### src/rtl/c_reader_pkg.sv
// Shared types and layout helpers for the C result reader and the accelerator writer.
// lane_index/word_addr describe where C[m][n] sits in the M*N-lane packed SRAM C.
package c_reader_pkg;

  typedef enum logic [1:0] {StIdle, StRun, StDrain, StDone} state_e;

  function automatic int unsigned lane_index(input int unsigned m, input int unsigned n,
                                             input int unsigned pm, input int unsigned pn);
    return (m % pm) * pn + (n % pn);
  endfunction

  function automatic int unsigned word_addr(input int unsigned m, input int unsigned n,
                                            input int unsigned n_size,
                                            input int unsigned pm, input int unsigned pn);
    return (m / pm) * (n_size / pn) + n / pn;
  endfunction

endpackage

### src/rtl/c_reader_fifo.sv
// Two-entry synchronous FIFO holding unpacked C elements with their last flag.
module c_reader_fifo
  import c_reader_pkg::*;
#(
  parameter int unsigned Width = 33
) (
  input  logic             clk_i,
  input  logic             rst_ni,
  input  logic             push_i,
  input  logic             pop_i,
  input  logic [Width-1:0] data_i,
  output logic [Width-1:0] data_o,
  output logic             full_o,
  output logic             empty_o,
  output logic [1:0]       count_o
);

  logic [Width-1:0] mem_q [2];
  logic [Width-1:0] mem_d [2];
  logic             wr_ptr_q, wr_ptr_d;
  logic             rd_ptr_q, rd_ptr_d;
  logic [1:0]       count_q, count_d;
  logic             push_fire, pop_fire;

  assign full_o    = (count_q == 2'd2);
  assign empty_o   = (count_q == 2'd0);
  assign count_o   = count_q;
  assign data_o    = mem_q[rd_ptr_q];
  assign pop_fire  = pop_i && !empty_o;
  // A push into a full FIFO is only accepted when the head leaves in the same cycle.
  assign push_fire = push_i && (!full_o || pop_fire);

  always_comb begin
    mem_d    = mem_q;
    wr_ptr_d = wr_ptr_q;
    rd_ptr_d = rd_ptr_q;
    count_d  = count_q;
    if (push_fire) begin
      mem_d[wr_ptr_q] = data_i;
      wr_ptr_d        = !wr_ptr_q;
    end
    if (pop_fire) begin
      rd_ptr_d = !rd_ptr_q;
    end
    if (push_fire && !pop_fire) begin
      count_d = count_q + 2'd1;
    end else if (!push_fire && pop_fire) begin
      count_d = count_q - 2'd1;
    end
  end

  always_ff @(posedge clk_i or negedge rst_ni) begin
    if (!rst_ni) begin
      mem_q[0] <= '0;
      mem_q[1] <= '0;
      wr_ptr_q <= 1'b0;
      rd_ptr_q <= 1'b0;
      count_q  <= 2'd0;
    end else begin
      mem_q    <= mem_d;
      wr_ptr_q <= wr_ptr_d;
      rd_ptr_q <= rd_ptr_d;
      count_q  <= count_d;
    end
  end

endmodule

### src/rtl/c_result_reader.sv
// Drains packed SRAM C after a GEMM run and streams C row-major over valid/ready.
// One read per element; the lane is picked from the word one cycle after the address.
module c_result_reader
  import c_reader_pkg::*;
#(
  parameter int unsigned OutDataWidth  = 32,
  parameter int unsigned M             = 2,
  parameter int unsigned N             = 1,
  parameter int unsigned AddrWidthC    = 9,
  parameter int unsigned SizeAddrWidth = 7
) (
  input  logic                      clk_i,
  input  logic                      rst_ni,
  input  logic                      start_i,
  input  logic [SizeAddrWidth-1:0]  M_size_i,
  input  logic [SizeAddrWidth-1:0]  N_size_i,
  output logic [AddrWidthC-1:0]     sram_c_addr_o,
  input  logic [OutDataWidth*M*N-1:0] sram_c_rdata_i,
  output logic [OutDataWidth-1:0]   out_data_o,
  output logic                      out_valid_o,
  input  logic                      out_ready_i,
  output logic                      out_last_o,
  output logic                      busy_o,
  output logic                      done_o
);

  localparam int unsigned Lanes = M * N;
  localparam int unsigned LaneW = (Lanes > 1) ? $clog2(Lanes) : 1;

  state_e                   state_q, state_d;
  logic [SizeAddrWidth-1:0] m_size_q, m_size_d;
  logic [SizeAddrWidth-1:0] n_size_q, n_size_d;
  logic [SizeAddrWidth-1:0] m_cnt_q, m_cnt_d;
  logic [SizeAddrWidth-1:0] n_cnt_q, n_cnt_d;
  logic [AddrWidthC-1:0]    addr_q, addr_d;
  logic [LaneW-1:0]         lane_q, lane_d;
  logic                     last_q, last_d;
  logic                     inflight_q, inflight_d;

  logic                     fifo_push, fifo_pop, fifo_full, fifo_empty;
  logic [1:0]               fifo_count;
  logic [OutDataWidth:0]    fifo_wdata, fifo_rdata;
  logic [OutDataWidth-1:0]  lane_data;
  logic [AddrWidthC-1:0]    issue_addr;
  logic [LaneW-1:0]         issue_lane;
  logic [2:0]               occ;
  logic                     issue, n_wrap, last_elem;

  assign issue_addr = AddrWidthC'(word_addr(32'(m_cnt_q), 32'(n_cnt_q), 32'(n_size_q), M, N));
  assign issue_lane = LaneW'(lane_index(32'(m_cnt_q), 32'(n_cnt_q), M, N));
  assign n_wrap     = (n_cnt_q == n_size_q - SizeAddrWidth'(1));
  assign last_elem  = n_wrap && (m_cnt_q == m_size_q - SizeAddrWidth'(1));

  assign fifo_pop  = !fifo_empty && out_ready_i;
  assign occ       = 3'(fifo_count) + 3'(inflight_q);
  // Credit: FIFO entries plus the read in flight, minus what leaves now, must stay below 2.
  assign issue     = (state_q == StRun) && (occ < 3'd2 + 3'(fifo_pop));

  always_comb begin
    lane_data = '0;
    for (int unsigned u = 0; u < Lanes; u++) begin
      if (lane_q == LaneW'(u)) begin
        lane_data = sram_c_rdata_i[u*OutDataWidth +: OutDataWidth];
      end
    end
  end

  assign fifo_push  = inflight_q;
  assign fifo_wdata = {last_q, lane_data};

  c_reader_fifo #(
    .Width (OutDataWidth + 1)
  ) u_fifo (
    .clk_i   (clk_i),
    .rst_ni  (rst_ni),
    .push_i  (fifo_push),
    .pop_i   (fifo_pop),
    .data_i  (fifo_wdata),
    .data_o  (fifo_rdata),
    .full_o  (fifo_full),
    .empty_o (fifo_empty),
    .count_o (fifo_count)
  );

  always_comb begin
    state_d    = state_q;
    m_size_d   = m_size_q;
    n_size_d   = n_size_q;
    m_cnt_d    = m_cnt_q;
    n_cnt_d    = n_cnt_q;
    addr_d     = addr_q;
    lane_d     = lane_q;
    last_d     = last_q;
    inflight_d = 1'b0;
    unique case (state_q)
      StIdle: begin
        if (start_i) begin
          m_size_d = M_size_i;
          n_size_d = N_size_i;
          m_cnt_d  = '0;
          n_cnt_d  = '0;
          state_d  = (M_size_i == '0 || N_size_i == '0) ? StDone : StRun;
        end
      end
      StRun: begin
        if (issue) begin
          inflight_d = 1'b1;
          addr_d     = issue_addr;
          lane_d     = issue_lane;
          last_d     = last_elem;
          if (n_wrap) begin
            n_cnt_d = '0;
            m_cnt_d = m_cnt_q + SizeAddrWidth'(1);
          end else begin
            n_cnt_d = n_cnt_q + SizeAddrWidth'(1);
          end
          if (last_elem) begin
            state_d = StDrain;
          end
        end
      end
      StDrain: begin
        // Leave as the final element is popped so done follows the last transfer directly.
        if (!inflight_q && (fifo_count == 2'd0 || (fifo_count == 2'd1 && fifo_pop))) begin
          state_d = StDone;
        end
      end
      StDone:  state_d = StIdle;
      default: state_d = StIdle;
    endcase
  end

  always_ff @(posedge clk_i or negedge rst_ni) begin
    if (!rst_ni) begin
      state_q    <= StIdle;
      m_size_q   <= '0;
      n_size_q   <= '0;
      m_cnt_q    <= '0;
      n_cnt_q    <= '0;
      addr_q     <= '0;
      lane_q     <= '0;
      last_q     <= 1'b0;
      inflight_q <= 1'b0;
    end else begin
      state_q    <= state_d;
      m_size_q   <= m_size_d;
      n_size_q   <= n_size_d;
      m_cnt_q    <= m_cnt_d;
      n_cnt_q    <= n_cnt_d;
      addr_q     <= addr_d;
      lane_q     <= lane_d;
      last_q     <= last_d;
      inflight_q <= inflight_d;
    end
  end

  assign sram_c_addr_o = issue ? issue_addr : addr_q;
  assign out_valid_o   = !fifo_empty;
  assign out_data_o    = fifo_empty ? '0 : fifo_rdata[OutDataWidth-1:0];
  assign out_last_o    = !fifo_empty && fifo_rdata[OutDataWidth];
  assign busy_o        = (state_q == StRun) || (state_q == StDrain);
  assign done_o        = (state_q == StDone);

  no_overflow_a: assert property (@(posedge clk_i) disable iff (!rst_ni)
                                  !(fifo_push && fifo_full && !fifo_pop));

endmodule

### config.mk
export PLATFORM = sky130hd
export DESIGN_NAME = c_result_reader
export DESIGN_NICKNAME = d
export VERILOG_FILES = /design/src/rtl/c_reader_pkg.sv /design/src/rtl/c_reader_fifo.sv /design/src/rtl/c_result_reader.sv
export SDC_FILE = /design/constraint.sdc
export NUM_CORES = 1
export LEC_CHECK = 0
export BUFFER_PORTS_ARGS = -buffer_cell sky130_fd_sc_hd__buf_2
export CAP_MARGIN = 20
export CORE_ASPECT_RATIO = 1.25
export CORE_MARGIN = 4
export CORE_UTILIZATION = 50
export DETAILED_ROUTE_END_ITERATION = 8
export PLACE_DENSITY = 0.83
export SLEW_MARGIN = 20
export SYNTH_ARGS = -nofsm -noshare
export SYNTH_HDL_FRONTEND = slang
export SYNTH_SLANG_ARGS = --single-unit
### constraint.sdc
create_clock -name clk_i -period 5.44 [get_ports clk_i]
set_input_delay 1.088 -clock clk_i [delete_from_list [all_inputs] [get_ports clk_i]]
set_output_delay 1.088 -clock clk_i [all_outputs]
set_load 0.1 [all_outputs]
==> qor.csv <==
stage;metric;value;unit
route;vias;5525;
logic_synthesis;Yosys cell types;61;
die;Placement Rows;48;
die;io pins;127;
logic_synthesis;post-synthesis xor/xnor area fraction;0.0516;
cells_and_area;area grow syn2layout;18.3;%
timing;Final period util;0.983;
route;routed wire length;15100;um
cells_and_area;FF+latch area;0.00281;mm2
critical_path;CP most frequent cell;fa_1;
logic_synthesis;Post-synth EDFFs;0;
critical_path;Slowest-stage cell, CP;fa_1;
timing;unrepaired setup endpoints after global routing;true;
timing;Fin. Hold Viols;0;
route;Pre-Repair DR Iteration Count;4;
clock_network;CTS Buf Count;9;
placement;Port Buffers;126;
clock_network;CTS tree;yes;
cells_and_area;share of layout cells above drive strength 1;0.249;
logic_synthesis;Synth Area per Inst;9.55;um2
route;ANT nets after route;0;
route;drt drc;0;
cells_and_area;Layout Cells excl Fill;1032;
logic_synthesis;mapped cell area;0.00704;mm2
critical_path;crit-path leading delay family;adder cells;
cells_and_area;Diodes inserted;0;
logic_synthesis;Post-Synth Adder-Cell Area;0.116;
logic_synthesis;synth cell count leaders;dfrtp_1 (112), nor2_1 (89), nand2_1 (77), mux2i_1 (65), o21ai_0 (55);
logic_synthesis;ranking of synthesized cells by area;dfrtp_1 (40%), mux2i_1 (9.2%), ha_1 (5.9%), fa_1 (5.7%), nor2_1 (4.7%);
timing;Slew @ Worst Pin;1.02;ns
clock_network;Root Buffer;clkbuf_16;
critical_path;crit path buf inv count;5;
logic_synthesis;post-synthesis compound-gate area fraction;0.106;
clock_network;Max clock buf depth;2;
placement;hpwl dp;11100;um
global_routing;overall routing resource usage;0.189;
global_routing;global-route wire length before repair;24700;um
logic_synthesis;post-synthesis register bit count;112;
global_routing;largest net degree at the start of global routing;75;
critical_path;crit path from;n_size_q[4];
timing;clk_skew;0.0113;ns
global_routing;Overflow after GRT;0;
clock_network;Worst-path clk slew;0.08;ns
critical_path;worst endpoint required time;4.35;ns
worst_hold_path;Hold WC Path Type;reg -> reg;
die;die area;0.0160;mm2
cells_and_area;area of the multi-input gates;0.00400;mm2
timing;fin. max-slew vios;0;
timing;setup tns final;0;ns
logic_synthesis;Synth top area share;0.398;
route;met3 routed WL;738;um
die;DIE HEIGHT;141;um
logic_synthesis;post-synthesis mux area share;0.120;
clock_network;H-tree levels;3;
logic_synthesis;ys async rst share;1.00;
timing;Peak Freq;187;MHz
global_routing;via count of the first global-routing pass;5246;
placement;area of placed instances;0.00789;mm2
logic_synthesis;simple-gate share of the synthesized area;0.158;
clock_network;Num Clock Sinks;112;
route;top layer reached by signal wires;met5;
logic_synthesis;warnings from Yosys;0;
route;WL per Instance;14.7;um
critical_path;WS Path Type;reg -> out;
logic_synthesis;commonest register cell after synthesis;dfrtp_1;
route;Via density;5.35;
cells_and_area;# fillers;1134;
critical_path;Largest stage delay, worst path;0.55;ns
critical_path;crit path DAT;4.26;ns
flow_run;Max-Cap Viols;0;
die;core box area;0.0138;mm2
worst_hold_path;hold_sp;addr_q[2];
route;DR WL met2;7740;um
critical_path;CP Cell Sequence;and2_4, fa_1, inv_1, fa_1, inv_2, fa_1, inv_1, fa_1, inv_2, ha_4, nand2_2, o21ai_2, o41ai_2, xnor2_1, o21ai_2, buf_12;
die;Chip Width;114;um
timing;fin crit period;5.35;ns
critical_path;crit end category;primary output;
die;Starting Density;0.510;
route;Detailed Route Iter0 Violations;312;
logic_synthesis;largest family of logic cells by synthesized area;simple AND/OR/NAND/NOR gates;
clock_network;worst skew pair latency;0.36;ns
critical_path;Startpoint Class;flop;
cells_and_area;design area;0.00833;mm2
critical_path;CP max FO;3;
logic_synthesis;Seq/Total Area, Yosys;0.398;
global_routing;initial antenna violation count;1;
placement;RD Place Congestion;0.897;
logic_synthesis;leading area contributor after synthesis;dfrtp_1;
route;DRT met1 WL;6400;um
timing;Rel. slew slack;0.321;
status;status;completed;
cells_and_area;nets;987;
logic_synthesis;Post-Syn Nets;872;
logic_synthesis;Gate Count Post-Synth;737;
timing;final setup violation count;0;
placement;DP Cell Count;1012;
critical_path;reg-to-reg startpoint;n_size_q[4];
logic_synthesis;most common cell in the netlist;dfrtp_1;
==> flip-flops by register name (all words and copies together) (netlist names) <==
register         count
addr_q               9
u_fifo.count_o       2
u_fifo.rd_ptr_q      1
state_q              2
u_fifo.wr_ptr_q      1
n_size_q             7
fifo_push            1
m_cnt_q              7
last_q               1
u_fifo.mem_q        66
m_size_q             7
lane_q               1
n_cnt_q              7
==> metal layers <==
| metal | GRT usage | vias to the layer above |
|---|---|---|
| li1 | - | 2727 |
| met2 | 0.327 | 128 |
| met4 | 0.0575 | 2 |
| met1 | 0.237 | 2647 |
| met3 | 0.0361 | 21 |
| met5 | 0 | - |
==> stage by stage <==
step / util / hold WS [ns] / setup slack (ns)
2_1_floorplan: - / 0.439 / -0.296
3_3_place_gp: 0.571 / 0.452 / 0.283
3_5_place_dp: 0.571 / 0.461 / 0.190
4_1_cts: 0.598 / 0.482 / -0.00667
5_1_grt: 0.603 / 0.491 / -0.0571
6_report: 0.603 / 0.475 / 0.0938
==> worst min-delay path, stage by stage (launching register included) <==
cell     delay, ns
dfrtp_1       0.33
nand2_1       0.06
nand2_1       0.06
==> final timing paths <==
path	end	slack, ns	depth (start not counted)
max	sram_c_addr_o[8]	0.09	16
min	addr_q[2]	0.48	2
max reg2reg	addr_q[7]	1.56	15
min reg2reg	addr_q[2]	0.48	2
max in group asynchronous	n_size_q[5]	3.53	2
min in group asynchronous	u_fifo.mem_q[41]	0.84	1
==> cells in the final DEF (no fill, tap or decap), drive strengths merged, types with 4 or more instances in the layout <==
cell type / instances
buf: 145
dfrtp: 112
nor2: 89
nand2: 78
mux2i: 65
o21ai: 59
inv: 46
a21oi: 43
ha: 33
xnor2: 26
and2: 24
fa: 20
mux2: 17
xor2: 12
nand4: 9
clkbuf: 9
nor3: 7
and3: 5
a211o: 5
nand3: 5
or3: 5
nor2b: 4
a21o: 4
==> timing repair <==
item | in CTS | in global routing
resized for setup | 12 | 8
setup endpoints to repair | 3 | 4
hold buffers | 0 | 0
buffers inserted | 1 | 3
pin swaps | 9 | 15
==> kinds of logic after synthesis <==
kind of cell             Yosys count
AO/OA/AOI/OAI                    129
XOR/XNOR                          39
AND/OR/NAND/NOR                  240
flip-flops                       112
adder cells (fa/ha/maj)           53
multiplexers                      82
buffers and inverters             82
==> final cells by class <==
cell class / instances / area share
Clock buffer: 9 / 0.0271
Timing Repair Buffer: 145 / 0.0999
Inverter: 41 / 0.0185
Sequential cell: 112 / 0.337
Multi-Input combinational cell: 543 / 0.480
Tap cell: 175 / 0.0263
Clock inverter: 7 / 0.0113
Power is left out: the tool's default activity adds up to more than one toggle a clock period on the data nets, which glitch-free logic cannot reach.
